<file path="src/rtl/uart_tx_fifo.sv">
// First-word-fall-through byte FIFO feeding the UART transmitter.
// Head entry is visible on rd_data whenever rd_empty=0; a one-cycle rd_req pops it.
// Status flags are registered from the next occupancy so they move with count.
module uart_tx_fifo #(
  parameter int unsigned DATA_W   = 8,
  parameter int unsigned ADDR_W   = 4,
  parameter int unsigned AF_LEVEL = 12
) (
  input  logic              clk,
  input  logic              rst,
  input  logic              clr,
  input  logic              wr_en,
  input  logic [DATA_W-1:0] wr_data,
  output logic              full,
  output logic              almost_full,
  input  logic              rd_req,
  output logic              rd_empty,
  output logic [DATA_W-1:0] rd_data,
  output logic [ADDR_W:0]   count,
  output logic              overflow,
  output logic              underflow
);

  localparam int unsigned DEPTH = 1 << ADDR_W;
  localparam logic [ADDR_W:0] DEPTH_C = (ADDR_W+1)'(DEPTH);
  localparam logic [ADDR_W:0] AF_C    = (ADDR_W+1)'(AF_LEVEL);
  localparam logic [ADDR_W:0] ONE_C   = (ADDR_W+1)'(1);
  localparam logic [ADDR_W-1:0] PTR_ONE = ADDR_W'(1);

  logic [DATA_W-1:0] mem [DEPTH];

  logic [ADDR_W-1:0] wr_ptr, wr_ptr_nxt;
  logic [ADDR_W-1:0] rd_ptr, rd_ptr_nxt;
  logic [ADDR_W:0]   count_nxt;
  logic              full_nxt, almost_full_nxt, rd_empty_nxt;
  logic              overflow_nxt, underflow_nxt;
  logic              wr_ok, rd_ok, mem_we;

  // Acceptance is judged against the flags registered before this edge.
  assign wr_ok  = wr_en & ~full;
  assign rd_ok  = rd_req & ~rd_empty;
  assign mem_we = wr_ok & ~clr;

  // Head of queue falls through combinationally from the registered read pointer.
  assign rd_data = mem[rd_ptr];

  // Next-state: pointers, occupancy, flags derived from the next count, sticky errors.
  always_comb begin
    wr_ptr_nxt    = wr_ptr;
    rd_ptr_nxt    = rd_ptr;
    count_nxt     = count;
    overflow_nxt  = overflow;
    underflow_nxt = underflow;

    if (clr) begin
      wr_ptr_nxt    = '0;
      rd_ptr_nxt    = '0;
      count_nxt     = '0;
      overflow_nxt  = 1'b0;
      underflow_nxt = 1'b0;
    end else begin
      if (wr_ok) wr_ptr_nxt = wr_ptr + PTR_ONE;
      if (rd_ok) rd_ptr_nxt = rd_ptr + PTR_ONE;
      case ({wr_ok, rd_ok})
        2'b10:   count_nxt = count + ONE_C;
        2'b01:   count_nxt = count - ONE_C;
        default: count_nxt = count;
      endcase
      if (wr_en & full)      overflow_nxt  = 1'b1;
      if (rd_req & rd_empty) underflow_nxt = 1'b1;
    end

    full_nxt        = (count_nxt == DEPTH_C);
    almost_full_nxt = (count_nxt >= AF_C);
    rd_empty_nxt    = (count_nxt == '0);
  end

  // State register; reset discards contents immediately by zeroing occupancy.
  always_ff @(posedge clk or posedge rst) begin
    if (rst) begin
      wr_ptr      <= '0;
      rd_ptr      <= '0;
      count       <= '0;
      full        <= 1'b0;
      almost_full <= 1'b0;
      rd_empty    <= 1'b1;
      overflow    <= 1'b0;
      underflow   <= 1'b0;
    end else begin
      wr_ptr      <= wr_ptr_nxt;
      rd_ptr      <= rd_ptr_nxt;
      count       <= count_nxt;
      full        <= full_nxt;
      almost_full <= almost_full_nxt;
      rd_empty    <= rd_empty_nxt;
      overflow    <= overflow_nxt;
      underflow   <= underflow_nxt;
    end
  end

  // Storage array; contents are not reset and are don't-care while empty.
  always_ff @(posedge clk) begin
    if (mem_we) mem[wr_ptr] <= wr_data;
  end

endmodule

</file>
<file path="config.mk">
export PLATFORM = sky130hd
export DESIGN_NAME = uart_tx_fifo
export DESIGN_NICKNAME = d
export VERILOG_FILES = /design/src/rtl/uart_tx_fifo.sv
export SDC_FILE = /design/constraint.sdc
export NUM_CORES = 1
export LEC_CHECK = 0
export BUFFER_PORTS_ARGS = -buffer_cell sky130_fd_sc_hd__buf_4
export CAP_MARGIN = 20
export CORE_MARGIN = 8
export CORE_UTILIZATION = 54
export DETAILED_ROUTE_END_ITERATION = 7
export HOLD_SLACK_MARGIN = 0.08
export PLACE_DENSITY_LB_ADDON = 0.3
export SLEW_MARGIN = 40
export SYNTH_ARGS = -nofsm -noshare
export SYNTH_HDL_FRONTEND = slang
export SYNTH_SLANG_ARGS = --single-unit
</file>
<file path="constraint.sdc">
create_clock -name clk -period 2.5 [get_ports clk]
set_input_delay 0.75 -clock clk [delete_from_list [all_inputs] [get_ports clk]]
set_output_delay 0.75 -clock clk [all_outputs]
set_load 0.005 [all_outputs]
</file>
==> results of run 1 <==
registers in the layout, summed over array words and instances, names as in the netlist:
signal / cells
almost_full: 1
count: 5
full: 1
mem: 128
overflow: 1
rd_empty: 1
rd_ptr: 4
underflow: 1
wr_ptr: 4
worst max path at each step:
stage / from / end / slack [ns] / cells after the start
after floorplan: wr_en / almost_full / -0.10 / 12
after global placement: wr_en / almost_full / -0.14 / 12
after detailed placement: wr_en / rd_empty / -0.18 / 12
after CTS: rd_ptr[0] / rd_data[3] / -0.63 / 4
after global routing: rd_ptr[0] / rd_data[5] / -0.69 / 4
final: rd_ptr[0] / rd_data[5] / -0.61 / 4
worst max-delay path, cell delays in order, from the launching register on:
cell and delay (ns):
dfrtp_2 0.44, buf_4 0.22, mux4_2 0.55, mux4_2 0.50, buf_6 0.14
layout make-up:
type	count	share of cell area [%]
clock buffer	19	5.93
clock inverter	12	1.97
inverter	8	0.493
multi-input combinational	133	21.4
sequential	146	60.5
tap	140	2.47
timing repair buffer	60	7.29
metal layers:
metal	up-vias	share of wire, %	global-route usage [%]
met5	-	0	0
met4	0	0.83	6.40
li1	1329	-	-
met3	8	7.2	4.28
met1	1550	40	21.9
met2	103	52	26.0
cells in the mapped netlist, types with 2 or more instances:
cell type	count	area, um2
nor2_1	31	116
edfxtp_1	128	3840
clkbuf_1	6	22.5
mux4_2	40	901
nand3_1	2	10.0
dfrtp_1	17	425
inv_1	7	26.3
mux2i_1	2	20.0
buf_6	2	22.5
nor2b_4	2	27.5
xor2_1	6	52.6
nand2_1	8	30.0
nand4_1	2	12.5
buf_2	6	30.0
a21oi_2	2	17.5
ha_1	7	87.6
xnor2_1	6	52.6
a21oi_1	5	25.0
through the flow:
stage,hold slack [ns],power (uW)
6_report,0.348,6180
5_1_grt,0.411,6410
4_1_cts,0.355,6230
3_5_place_dp,0.496,3810
3_3_place_gp,0.481,3780
2_1_floorplan,0.486,3460
what timing repair did:
item / in CTS / in global routing
resized for setup: 7 / 1
endpoints found under the setup margin: 8 / 9
pin swaps: 0 / 1
cells by family (layout without fill, tap and decap cells):
| family | Yosys count | count (layout) | synth area share (%) |
|---|---|---|---|
| AO/OA/AOI/OAI | 15 | 15 | 1.83 |
| buffers and inverters | 24 | 99 | 2.17 |
| multiplexers | 42 | 42 | 15.5 |
| XOR/XNOR | 12 | 12 | 1.77 |
| AND/OR/NAND/NOR | 57 | 57 | 4.95 |
| adder cells (fa/ha/maj) | 7 | 7 | 1.47 |
| flip-flops | 146 | 146 | 72.3 |
power groups by stage:
stage / Clock, uW / Sequential [uW] / Combinational, uW
after global routing: 2510 / 2820 / 1070
final: 2390 / 2810 / 978
after CTS: 2430 / 2810 / 989
after floorplan: 0 / 2830 / 637
after detailed placement: 0 / 2860 / 951
after global placement: 0 / 2850 / 930
==> flow_summary_export.csv, run 1 <==
group,metric,value,unit
run_status,status,"complete, but fails checks",
run_status,failed_checks,"negative setup slack",
worst_setup_path,reg2reg_to,"rd_empty",
cells_and_area,fin_cells,518,
detailed_routing,first_pass_iters,5,
die,core-area,10800,um2
clocking,post_cts.repair.setup_buffers,0,
timing,rsz0062_at_grt,"true",
detailed_routing,drtIter0Drc,207,
grt,first_global_vias,3112,
grt,grt_pass1_wl,17700,um
synth,synth_area,5940,um2
timing,finalClockSkew,0.00275,ns
synth,synth_cell_types,42,
power,internal_power,4760,uW
worst_setup_path,ff2ff_path_depth,11,
placed_design,place_ws,-0.182,ns
power,p_sw_share,23.0,%
timing,layout_setup_ws,-0.614,ns
cells_and_area,area_delta_synth_final,19.6,%
detailed_routing,vias,2990,
power,p_sw,1420,uW
detailed_routing,wl_per_cell,21.5,um
placed_design,globalplace.congestion,0.825,
grt,overflow,0,
die,dieWidth,121,um
power,clkPwrFrac,38.7,%
timing,maxSlewViolCount,0,
synth,syn-num-nets,323,
die,io_pins,31,
power,peakVddDrop,0.496,mV
cells_and_area,multi_input_area,1520,um2
worst_setup_path,critPathLaunchType,"flop",
die,start_util,55.0,%
worst_setup_path,cp.arrival,2.36,ns
timing,setup_viol_count_final,8,
power,powerDensity,870,nW/um2
power,power_leakage,0.00244,uW
timing,timing.final.crit_share,125,%
clocking,cts_sinks,146,
die,dieHeight,121,um
synth,ys_warn_count,0,
clocking,tritoncts,"done",
timing,max-slew-margin-rel,53.7,%
worst_setup_path,cp-end-kind,"output port",
worst_setup_path,worst-endpoint-required,1.75,ns
clocking,insertion_delay,0.51,ns
clocking,holdBufCountCts,0,
clocking,root_buffer,"clkbuf_8",
clocking,clock_path_buffers,2,
worst_setup_path,r2r_slack,0.21,ns
synth,synth_edf_count,128,
grt,grt_use_total,16.6,%
cells_and_area,finish.instance_area,7110,um2
placed_design,io_buffers,30,
synth,synthFlopType,"edfxtp_1",
clocking,htree_levels,4,
cells_and_area,final_cell_mix,"edfxtp_1, buf_4, mux4_2, nor2_1",
power,p_seq_share,45.5,%
detailed_routing,drc,0,
die,dieArea,14600,um2
cells_and_area,fin_util,65.8,%
power,power_frac_comb,15.8,%
timing,fmax,0.321,GHz
synth,synthCells,303,
timing,hold_violations,0,
worst_setup_path,path_class,"reg -> out",
cells_and_area,n_fill_cell,708,
placed_design,dp_hpwl,7160,um
grt,grt_max_degree,36,
clocking,path_clk_slew,0.06,ns
cells_and_area,final_common_cell,"edfxtp_1",
synth,synth_seq_cells,146,
timing,fin_tns_setup,-4.76,ns
synth,async_flop_share,12.3,%
placed_design,place_area,6510,um2
detailed_routing,totalWireLength,11100,um
cells_and_area,nets,386,
clocking,numCtsBuffers,17,
cells_and_area,antennaDiodeCount,0,
detailed_routing,via_per_inst,5.77,
synth,seq_area_frac_synth,72.3,%
cells_and_area,drive_gt1_share,36.2,%
timing,period_needed,3.11,ns
die,rows,38,
worst_hold_path,min_path_type,"in -> async",
detailed_routing,ant_nets,0,
job,maxCapViolations,0,
worst_setup_path,crit_path_max_fanout,7,
placed_design,post-place-cells,487,
worst_setup_path,reg2reg_from,"full",
grt,antenna_found_initial,0,
synth,syn-mean-instance-area,19.6,um2
timing,tightest_slew,0.693,ns
cells_and_area,area.sequential,4300,um2
(Power assumes the default switching activity.)
==> run 2: changes to the inputs <==
--- a/config.mk
+++ b/config.mk
@@ -7,8 +7,10 @@
 export LEC_CHECK = 0
 export BUFFER_PORTS_ARGS = -buffer_cell sky130_fd_sc_hd__buf_4
 export CAP_MARGIN = 20
+export CELL_PAD_IN_SITES_DETAIL_PLACEMENT = 1
+export CELL_PAD_IN_SITES_GLOBAL_PLACEMENT = 1
 export CORE_MARGIN = 8
-export CORE_UTILIZATION = 54
+export CORE_UTILIZATION = 48
 export DETAILED_ROUTE_END_ITERATION = 7
 export HOLD_SLACK_MARGIN = 0.08
 export PLACE_DENSITY_LB_ADDON = 0.3
==> flow_summary_export.csv, run 2 (synthesis results as in run 1) <==
group,metric,value,unit
run_status,status,"complete, but fails checks",
run_status,failed_checks,"negative setup slack",
cells_and_area,top_register,"mem",
worst_setup_path,path_class,"reg -> out",
grt,use_met2,27.3,%
clocking,htree_levels,4,
job,maxCapViolations,0,
worst_setup_path,crit_path_max_fanout,8,
detailed_routing,ant_nets,0,
detailed_routing,wl_per_cell,23.7,um
timing,timing.final.crit_share,121,%
grt,grt_use_total,17.1,%
grt,gr-usage-met3,4.99,%
cells_and_area,antennaDiodeCount,0,
placed_design,post-place-cells,518,
cells_and_area,n_fill_cell,1057,
timing,rsz0062_at_grt,"true",
grt,gr-usage-met1,21.4,%
timing,period_needed,3.02,ns
cells_and_area,largest_reg_flops,128,
die,rows,40,
die,dieWidth,127,um
detailed_routing,vias,3070,
die,start_util,49.3,%
cells_and_area,nets,393,
timing,layout_setup_ws,-0.518,ns
die,dieArea,16200,um2
timing,finalClockSkew,0.00887,ns
cells_and_area,top_regs,"mem x128, count x5",
clocking,numCtsBuffers,17,
grt,grt_pass1_wl,19900,um
detailed_routing,first_pass_iters,4,
worst_hold_path,min_path_type,"in -> async",
placed_design,io_buffers,30,
worst_setup_path,cp-end-kind,"output port",
die,io_pins,31,
grt,grt_most_used_layer,"met2",
clocking,holdBufCountCts,0,
timing,fmax,0.331,GHz
cells_and_area,fin_cells,554,
grt,first_global_vias,3339,
die,core-area,12100,um2
timing,setup_viol_count_final,8,
cells_and_area,final_cell_mix,"edfxtp_1, buf_4, mux4_2, nor2_1, clkbuf_16",
detailed_routing,via_per_inst,5.54,
placed_design,place_ws,-0.179,ns
clocking,path_clk_slew,0.06,ns
grt,overflow,0,
power,peakVddDrop,0.495,mV
detailed_routing,drc,0,
timing,hold_violations,0,
cells_and_area,drive_gt1_share,38.3,%
placed_design,dp_hpwl,8550,um
timing,maxSlewViolCount,0,
timing,max-slew-margin-rel,53.1,%
die,dieHeight,127,um
clocking,tritoncts,"done",
timing,holdWs,0.357,ns
detailed_routing,drtIter0Drc,316,
grt,antenna_found_initial,0,
clocking,cts_sinks,146,
worst_setup_path,critPathLaunchType,"flop",
timing,tightest_slew,0.699,ns
cells_and_area,area_delta_synth_final,22.3,%
power,power_leakage,0.00250,uW
grt,grt_max_degree,19,
power,powerDensity,863,nW/um2
clocking,insertion_delay,0.42,ns
worst_setup_path,worst-endpoint-required,1.75,ns
cells_and_area,final_common_cell,"edfxtp_1",
worst_setup_path,cp.arrival,2.27,ns
detailed_routing,totalWireLength,13100,um
clocking,clock_path_buffers,2,
clocking,root_buffer,"clkbuf_16",
placed_design,globalplace.congestion,0.779,
-- run 2: power breakdown --
part	internal [uW]	switching [uW]	total [uW]	leakage, uW
Clock	1440	923	2360	0.000273
Sequential	2730	77.8	2800	0.00139
Combinational	608	494	1100	0.000831
Total	4770	1490	6270	0.00250
-- run 2: path summary, 6_finish.rpt --
path / start / cells past startpoint / endpoint / slack (ns)
hold reg to reg: overflow / 2 / overflow / 0.51
hold / removal: rst / 2 / rd_ptr[1] / 0.36
setup / recovery: rd_ptr[0] / 5 / rd_data[5] / -0.52
max in group asynchronous: rst / 2 / rd_ptr[0] / 1.78
setup reg to reg: full / 11 / rd_empty / 0.15
min in group clk: overflow / 2 / overflow / 0.51
-- run 2: final cells by class --
class                           count  area, um2  area share, %
Clock buffer                       18        429           5.91
Timing Repair Buffer               67        648           8.92
Tap cell                          168        210           2.89
Clock inverter                     14        121           1.67
Inverter                            8       35.0          0.482
Multi-Input combinational cell    133       1530           21.0
Sequential cell                   146       4300           59.1
-- run 2: what timing repair did --
| action | in CTS | in global routing |
|---|---|---|
| pin swaps | 0 | 1 |
| gates resized for setup | 8 | 2 |
| gates cloned | 0 | 3 |
| buffers inserted | 0 | 1 |
| setup endpoints to repair | 8 | 9 |
-- run 2: through the flow --
step	total power, uW	setup TNS [ns]	util, %	instance area, um2
2_1_floorplan	3460	-0.283	-	5950
3_3_place_gp	3790	-0.745	54.6	6580
3_5_place_dp	3820	-1.15	54.6	6580
4_1_cts	6220	-4.12	59.4	7160
5_1_grt	6500	-4.49	60.2	7270
6_report	6270	-4.00	60.2	7270
-- run 2: worst max-delay path, cell delays in order, from the launching register on --
cell       delay (ns)
dfrtp_2          0.37
buf_12           0.14
clkbuf_16        0.17
mux4_2           0.52
mux4_2           0.50
buf_6            0.14
-- run 2: routing by layer --
metal / share of wire, % / wire, um / up-vias
li1: - / - / 1344
met1: 40 / 5230 / 1622
met2: 52 / 6870 / 94
met3: 7.0 / 914 / 10
met4: 0.82 / 108 / 0
met5: 0 / 0 / -
